[src/rtl/joy_poll_sched_if.sv]
// rtl/joy_poll_sched_if.sv - request/response bundle between the poll scheduler and the shared SPI master
interface joy_poll_sched_if;
    logic        spi_req;
    logic        spi_sel;
    logic        spi_done;
    logic [39:0] spi_data;

    // Scheduler side: raises requests, receives completion and data.
    modport master (
        output spi_req,
        output spi_sel,
        input  spi_done,
        input  spi_data
    );

    // SPI master side.
    modport slave (
        input  spi_req,
        input  spi_sel,
        output spi_done,
        output spi_data
    );
endinterface

[src/rtl/joy_poll_sched.sv]
// rtl/joy_poll_sched.sv - joystick poll scheduler and shared-SPI arbiter; second joystick enabled by JOY2_EN
module joy_poll_sched #(
    parameter int unsigned POLL_DIV = 2500000,
    parameter int unsigned GAP_CYC  = 1000,
    parameter int unsigned TIMEOUT  = 100000
) (
    input  logic                    clk,
    input  logic                    clr,
    joy_poll_sched_if.master        spi,
    output logic [9:0]              joy1_x,
    output logic [9:0]              joy1_y,
    output logic [9:0]              joy2_x,
    output logic [9:0]              joy2_y,
    output logic [2:0]              btn1,
    output logic [2:0]              btn2,
    output logic [1:0]              joy_err,
    output logic                    clk_cursor,
    output logic                    prev_clk_cursor
);

    localparam logic [23:0] POLL_LAST = 24'(POLL_DIV - 1);
    localparam logic [23:0] TMO_LOAD  = 24'(TIMEOUT - 1);
    localparam logic [9:0]  AXIS_MID  = 10'd512;
`ifdef JOY2_EN
    localparam logic [23:0] GAP_LOAD  = 24'(GAP_CYC - 1);
`endif

    typedef enum logic [2:0] {
        ST_IDLE,
        ST_REQ1,
        ST_WAIT1,
`ifdef JOY2_EN
        ST_GAP,
        ST_REQ2,
        ST_WAIT2,
`endif
        ST_PUB
    } state_t;

    state_t      state;
    state_t      state_nxt;
    logic [23:0] period_cnt;
    logic [23:0] tmo_cnt;
    logic        period_wrap;
    logic        poll_due;
    logic        tmo_hit;
    logic        req_q;
    logic        err1_q;
    logic        consume;
    logic        req_set;
    logic        req_drop;
    logic        lat1;
    logic        err1_set;
    logic        pub;
    logic [9:0]  rx_x;
    logic [9:0]  rx_y;
    logic [2:0]  rx_btn;
    logic        unused_data;
`ifdef JOY2_EN
    logic [23:0] gap_cnt;
    logic        gap_load;
    logic        lat2;
    logic        err2_set;
    logic        sel_q;
    logic        err2_q;
`else
    logic [31:0] unused_gap;
`endif

    // Byte layout of a PmodJSTK reply: low byte first, then the two high bits.
    assign rx_x        = {spi.spi_data[25:24], spi.spi_data[39:32]};
    assign rx_y        = {spi.spi_data[9:8], spi.spi_data[23:16]};
    assign rx_btn      = spi.spi_data[2:0];
    assign unused_data = ^{spi.spi_data[31:26], spi.spi_data[15:10], spi.spi_data[7:3]};

    assign period_wrap = (period_cnt == POLL_LAST);
    assign tmo_hit     = (tmo_cnt == 24'd0);
    assign spi.spi_req = req_q;

    // FSM state register
    always_ff @(posedge clk or posedge clr) begin
        if (clr) begin
            state <= ST_IDLE;
        end else begin
            state <= state_nxt;
        end
    end

    // Next state and per-state action strobes; spi_done outside the wait states is ignored
    always_comb begin
        state_nxt = state;
        consume   = 1'b0;
        req_set   = 1'b0;
        req_drop  = 1'b0;
        lat1      = 1'b0;
        err1_set  = 1'b0;
        pub       = 1'b0;
`ifdef JOY2_EN
        gap_load  = 1'b0;
        lat2      = 1'b0;
        err2_set  = 1'b0;
`endif
        case (state)
            ST_IDLE: begin
                if (poll_due) begin
                    consume   = 1'b1;
                    state_nxt = ST_REQ1;
                end
            end
            ST_REQ1: begin
                req_set   = 1'b1;
                state_nxt = ST_WAIT1;
            end
            ST_WAIT1: begin
                // A done arriving on the timeout cycle still counts as a good sample.
                if (spi.spi_done || tmo_hit) begin
                    req_drop = 1'b1;
                    lat1     = spi.spi_done;
                    err1_set = !spi.spi_done;
`ifdef JOY2_EN
                    gap_load  = 1'b1;
                    state_nxt = ST_GAP;
`else
                    state_nxt = ST_PUB;
`endif
                end
            end
`ifdef JOY2_EN
            ST_GAP: begin
                if (gap_cnt == 24'd0) begin
                    state_nxt = ST_REQ2;
                end
            end
            ST_REQ2: begin
                req_set   = 1'b1;
                state_nxt = ST_WAIT2;
            end
            ST_WAIT2: begin
                if (spi.spi_done || tmo_hit) begin
                    req_drop  = 1'b1;
                    lat2      = spi.spi_done;
                    err2_set  = !spi.spi_done;
                    state_nxt = ST_PUB;
                end
            end
`endif
            ST_PUB: begin
                pub       = 1'b1;
                state_nxt = ST_IDLE;
            end
            default: begin
                state_nxt = ST_IDLE;
            end
        endcase
    end

    // Free-running period counter; poll_due holds a single pending poll, extra wraps fold into it
    always_ff @(posedge clk or posedge clr) begin
        if (clr) begin
            period_cnt <= 24'd0;
            poll_due   <= 1'b0;
        end else begin
            period_cnt <= period_wrap ? 24'd0 : period_cnt + 24'd1;
            if (period_wrap) begin
                poll_due <= 1'b1;
            end else if (consume) begin
                poll_due <= 1'b0;
            end
        end
    end

    // Request level and timeout countdown, reloaded each time a request is raised
    always_ff @(posedge clk or posedge clr) begin
        if (clr) begin
            req_q   <= 1'b0;
            tmo_cnt <= 24'd0;
        end else if (req_set) begin
            req_q   <= 1'b1;
            tmo_cnt <= TMO_LOAD;
        end else begin
            if (req_drop) begin
                req_q <= 1'b0;
            end
            if (!tmo_hit) begin
                tmo_cnt <= tmo_cnt - 24'd1;
            end
        end
    end

    // Joystick 1 sample registers and sticky timeout flag
    always_ff @(posedge clk or posedge clr) begin
        if (clr) begin
            joy1_x <= AXIS_MID;
            joy1_y <= AXIS_MID;
            btn1   <= 3'd0;
            err1_q <= 1'b0;
        end else begin
            if (lat1) begin
                joy1_x <= rx_x;
                joy1_y <= rx_y;
                btn1   <= rx_btn;
            end
            if (err1_set) begin
                err1_q <= 1'b1;
            end
        end
    end

    // Publish strobe and its one-cycle delayed copy for the downstream edge pair
    always_ff @(posedge clk or posedge clr) begin
        if (clr) begin
            clk_cursor      <= 1'b0;
            prev_clk_cursor <= 1'b0;
        end else begin
            clk_cursor      <= pub;
            prev_clk_cursor <= clk_cursor;
        end
    end

`ifdef JOY2_EN
    // Inter-transaction gap countdown
    always_ff @(posedge clk or posedge clr) begin
        if (clr) begin
            gap_cnt <= 24'd0;
        end else if (gap_load) begin
            gap_cnt <= GAP_LOAD;
        end else if (gap_cnt != 24'd0) begin
            gap_cnt <= gap_cnt - 24'd1;
        end
    end

    // Target select, only changed when a request is raised so it is stable while spi_req is high
    always_ff @(posedge clk or posedge clr) begin
        if (clr) begin
            sel_q <= 1'b0;
        end else if (req_set) begin
            sel_q <= (state == ST_REQ2);
        end
    end

    // Joystick 2 sample registers and sticky timeout flag
    always_ff @(posedge clk or posedge clr) begin
        if (clr) begin
            joy2_x <= AXIS_MID;
            joy2_y <= AXIS_MID;
            btn2   <= 3'd0;
            err2_q <= 1'b0;
        end else begin
            if (lat2) begin
                joy2_x <= rx_x;
                joy2_y <= rx_y;
                btn2   <= rx_btn;
            end
            if (err2_set) begin
                err2_q <= 1'b1;
            end
        end
    end

    assign spi.spi_sel = sel_q;
    assign joy_err     = {err2_q, err1_q};
`else
    // Single-joystick build: second player sits centred with no buttons and no errors.
    assign spi.spi_sel = 1'b0;
    assign joy2_x      = AXIS_MID;
    assign joy2_y      = AXIS_MID;
    assign btn2        = 3'd0;
    assign joy_err     = {1'b0, err1_q};
    assign unused_gap  = GAP_CYC;
`endif

endmodule

[src/flat_wrapper.sv]
// flat-port wrapper written by rule: the top's interface ports become plain ports
module joy_poll_sched_flat 
#(
    parameter int unsigned POLL_DIV = 2500000,
    parameter int unsigned GAP_CYC  = 1000,
    parameter int unsigned TIMEOUT  = 100000
)
  (clk, clr, joy1_x, joy1_y, joy2_x, joy2_y, btn1, btn2, joy_err, clk_cursor, prev_clk_cursor, spi_spi_req, spi_spi_sel, spi_spi_done, spi_spi_data);
  joy_poll_sched_if spi_i ();
  input  logic clk;
  input  logic clr;
  output logic [9:0] joy1_x;
  output logic [9:0] joy1_y;
  output logic [9:0] joy2_x;
  output logic [9:0] joy2_y;
  output logic [2:0] btn1;
  output logic [2:0] btn2;
  output logic [1:0] joy_err;
  output logic clk_cursor;
  output logic prev_clk_cursor;
  output wire logic [$bits(spi_i.spi_req)-1:0] spi_spi_req;
  output wire logic [$bits(spi_i.spi_sel)-1:0] spi_spi_sel;
  input wire logic [$bits(spi_i.spi_done)-1:0] spi_spi_done;
  input wire logic [$bits(spi_i.spi_data)-1:0] spi_spi_data;
  assign spi_spi_req = spi_i.spi_req;
  assign spi_spi_sel = spi_i.spi_sel;
  assign spi_i.spi_done = spi_spi_done;
  assign spi_i.spi_data = spi_spi_data;
  joy_poll_sched #(.POLL_DIV(POLL_DIV), .GAP_CYC(GAP_CYC), .TIMEOUT(TIMEOUT)) u_core (.clk(clk), .clr(clr), .spi(spi_i), .joy1_x(joy1_x), .joy1_y(joy1_y), .joy2_x(joy2_x), .joy2_y(joy2_y), .btn1(btn1), .btn2(btn2), .joy_err(joy_err), .clk_cursor(clk_cursor), .prev_clk_cursor(prev_clk_cursor));
endmodule
[config.mk]
export PLATFORM = sky130hd
export DESIGN_NAME = joy_poll_sched_flat
export DESIGN_NICKNAME = d
export VERILOG_FILES = /design/src/rtl/joy_poll_sched_if.sv /design/src/rtl/joy_poll_sched.sv /design/src/flat_wrapper.sv
export SDC_FILE = /design/constraint.sdc
export NUM_CORES = 1
export LEC_CHECK = 0
export ABC_AREA = 1
export CAP_MARGIN = 20
export CORE_UTILIZATION = 40
export DETAILED_ROUTE_END_ITERATION = 12
export DONT_BUFFER_PORTS = 1
export SLEW_MARGIN = 10
export SYNTH_ARGS = -nofsm -noshare
export SYNTH_HDL_FRONTEND = slang
export SYNTH_SLANG_ARGS = --single-unit
[constraint.sdc]
create_clock -name clk -period 5.21 [get_ports clk]
set_input_delay 0.7815 -clock clk [delete_from_list [all_inputs] [get_ports clk]]
set_output_delay 0.7815 -clock clk [all_outputs]
set_load 0.01 [all_outputs]
==> results.md <==
* Status: complete, no violations
* Post-route ant nets at 0
* Clock skew at between 0.007 and 0.008 ns
* Register area share after synthesis at about 45%
* Die height at between 100 and 150 µm
* CP max FO at 25
* Pwr dens at around 240 nW/µm²
* Setup TNS at 0 ns
* Crit start category: flip-flop
* Count of different cell masters after synthesis at 39
* Clk pin slew, worst setup/hold paths at 0.08 ns
* Total chip power at ~1.1 mW
* Post-CTS repair timing setup buffer count at 0
* Initial Utilization at a little over two fifths
* Num CTS Buffers at 9
* Worst path slowest cell: clkinv_1
* Initial detailed-routing violation count at 130
* Top_reg_cell synth: dfrtp_1
* Antenna diodes at 0
* CP max stage delay at 0.60 ns
* Layout cell share with drive strength beyond 1 at between 10% and 20%
* Wire per inst at 12.7 µm
* First-pass GRT wire length at around 14000 µm
* Arr. time, crit path at ~2.4 ns
* CORE AREA at between 10000 and 15000 µm²
* Cell Area, Synth at approximately 4400 µm²
* Final setup violation count at 0
* Largest net degree at the start of global routing at 79
* #FFs+latches synth at just under 80
* Port Buffers at 0
* Leakage Power at between 2 and 3 nW
* Crit Path Category: flip-flop to flip-flop
* Row count at 37
* Initial antenna violation count at 0
* Worst Tran Pin Value at 0.876 ns
* CTS tree: yes
* Max cap viols at 0
* Vias in the first global route at approximately 3100
* Hold_buf cts at 0
* Final Max Slew Viols at 0
* Post-DP HPWL at 6310 µm
* Final min period at about 2.2 ns
* RSZ-0062 raised after global routing: no
* Setup crit end kind: flip-flop
* Data required time of the worst path at around 5.5 ns
* Drt first pass iters at 4
* DR vias at ~3200
* Clk sinks at 78
* WP buf/inv at 3
* Warning count from the yosys run at 0
* Htree depth at 3
* CP Cell Sequence: inv_1 -> ha_1 -> clkinv_1 -> nand4_4 -> clkinv_4 -> nand2_1 -> nand2_1
* Final hold vios at 0
* Drt drc at 0
* Post-synth EDFFs at 0
* HP Class: primary input to asynchronous set/reset pin
* Die area at 11300 µm²
* Max Clock Freq at 457 MHz
* Clk root buf: clkbuf_8
* PostCTS Resize Cnt at 0
* Fin crit share at 42.0%
* Die width at roughly 110 µm
* Non-filler cells in the finished layout at 667
* Total gr overflow at 0
* Peak supply drop at around 0.18 mV
* Avg Inst Size Synth at about 8.4 µm²
* Nets at roughly 580
* Clock Tree Buf Depth at 2
* Placed insts at 650
* Area grow syn2layout at 6.37%
* Most frequent CP cell: nand2_1
* Final Wtd Congestion at about 0.86
* Num ports at 95
* Total track usage at between 15 and 20%
* Slew margin rel. at 41.4%
* Post-Synthesis Cells at about 520
* Asr flop ratio synth at 100%
* Wirelength, routed at 8450 µm
* Skew-Pair Late Insertion Delay at around 0.36 ns
* Via density at 4.75
* Crit path max-delay family: buffers and inverters
state kept, by name, indices dropped and copies added, names as in the netlist, 2 cells and up:
register           count
u_core.period_cnt     24
u_core.tmo_cnt        24
u_core.joy1_x         10
u_core.joy1_y         10
u_core.btn1            3
u_core.state           2
layout make-up:
class	instances	area [µm²]
fill	1066	5830
multi-input combinational	362	1980
sequential	78	1950
inverter	73	280
tap	136	170
clock buffer	12	165
clock inverter	4	52.6
timing repair buffer	2	35.0
per-stage QoR:
step / utilization (%) / hold WS (ns) / instance area, µm² / worst slack, ns
6_report: 44.3 / 0.291 / 4640 / 3.02
5_1_grt: 44.3 / 0.284 / 4640 / 2.76
4_1_cts: 44.1 / 0.465 / 4610 / 2.95
3_5_place_dp: 42.0 / 0.444 / 4390 / 2.96
3_3_place_gp: 42.0 / 0.451 / 4390 / 2.99
2_1_floorplan: - / 0.416 / 4450 / 2.44
Yosys cell counts, types with 2 or more instances:
library cell / n / share of area, %
o21ai_0: 7 / 0.80
nand2_2: 2 / 0.29
xor2_1: 7 / 1.4
buf_2: 2 / 0.23
inv_1: 68 / 5.9
nand3b_1: 3 / 0.52
conb_1: 2 / 0.17
nor2_4: 3 / 0.77
inv_2: 3 / 0.26
clkbuf_1: 2 / 0.17
nand4_1: 14 / 2.0
nand3_1: 46 / 5.3
ha_1: 7 / 2.0
nand2_1: 100 / 8.6
xnor2_1: 2 / 0.40
nor3_1: 12 / 1.4
a21o_1: 2 / 0.34
nor2_2: 20 / 2.9
dfrtp_1: 76 / 44
mux2_2: 23 / 5.9
nor3_4: 2 / 0.75
or2_2: 3 / 0.43
a21oi_1: 5 / 0.57
buf_4: 26 / 4.5
nor2_1: 62 / 5.3
o21bai_1: 5 / 0.86
dfstp_2: 2 / 1.2
o211ai_1: 4 / 0.69
metal layers:
| metal | GRT usage (%) | wire length, µm | share of wire [%] | vias up |
|---|---|---|---|---|
| met5 | 0 | 0 | 0 | - |
| met4 | 3.57 | 56 | 0.66 | 0 |
| met3 | 5.27 | 362 | 4.3 | 5 |
| met2 | 26.8 | 4190 | 50 | 58 |
| met1 | 20.1 | 3850 | 46 | 1493 |
| li1 | - | - | - | 1612 |
power breakdown:
group	internal, mW	total [mW]	switching (mW)
sequential	0.605	0.605	0
clock	0.262	0.488	0.226
combinational	0.00304	0.0231	0.0201
total	0.870	1.12	0.246
kinds of logic (layout without fill, tap and decap cells):
kind of cell	Yosys count	after routing	synth area share (%)
flip-flops	78	78	44.8
multiplexers	23	23	5.94
buffers and inverters	104	91	11.7
adder cells (fa/ha/maj)	7	7	2.01
other	2	25	0.172
XOR/XNOR	9	9	1.81
AND/OR/NAND/NOR	275	275	30.2
AO/OA/AOI/OAI	23	23	3.27
layout by cell type, fill, tap and decap left out, drive strengths merged, types with 3 or more instances in the layout:
master	count
ha	7
clkbuf	12
or2	5
clkinv	5
xor2	7
nor3	14
nand3	48
dfrtp	76
inv	71
o21ai	7
a21oi	5
mux2	23
conb	25
nor2	85
nand3b	3
o211ai	4
nand2	102
o21bai	5
nand4	16
path summary, 6_finish.rpt:
| kind | startpoint | end | slack [ns] | cells after the start |
|---|---|---|---|---|
| worst max-delay path | u_core.state[1] | u_core.tmo_cnt[0] | 3.02 | 7 |
| worst min-delay path | clr | u_core.period_cnt[18] | 0.29 | 2 |
| worst max register to register | u_core.state[1] | u_core.tmo_cnt[0] | 3.02 | 7 |
| worst min register to register | u_core.clk_cursor | u_core.prev_clk_cursor | 0.46 | 0 |
| max in group asynchronous | clr | u_core.joy1_y[9] | 4.32 | 3 |
| min in group clk | u_core.clk_cursor | u_core.prev_clk_cursor | 0.46 | 0 |
worst register-to-register path, cell delays in order, from the launching register on:
cell and delay (ns):
dfrtp_1 0.42, inv_1 0.09, ha_1 0.16, clkinv_1 0.60, nand4_4 0.46, clkinv_4 0.21, nand2_1 0.10, nand2_1 0.05
Power figures use the tool's default switching activity.
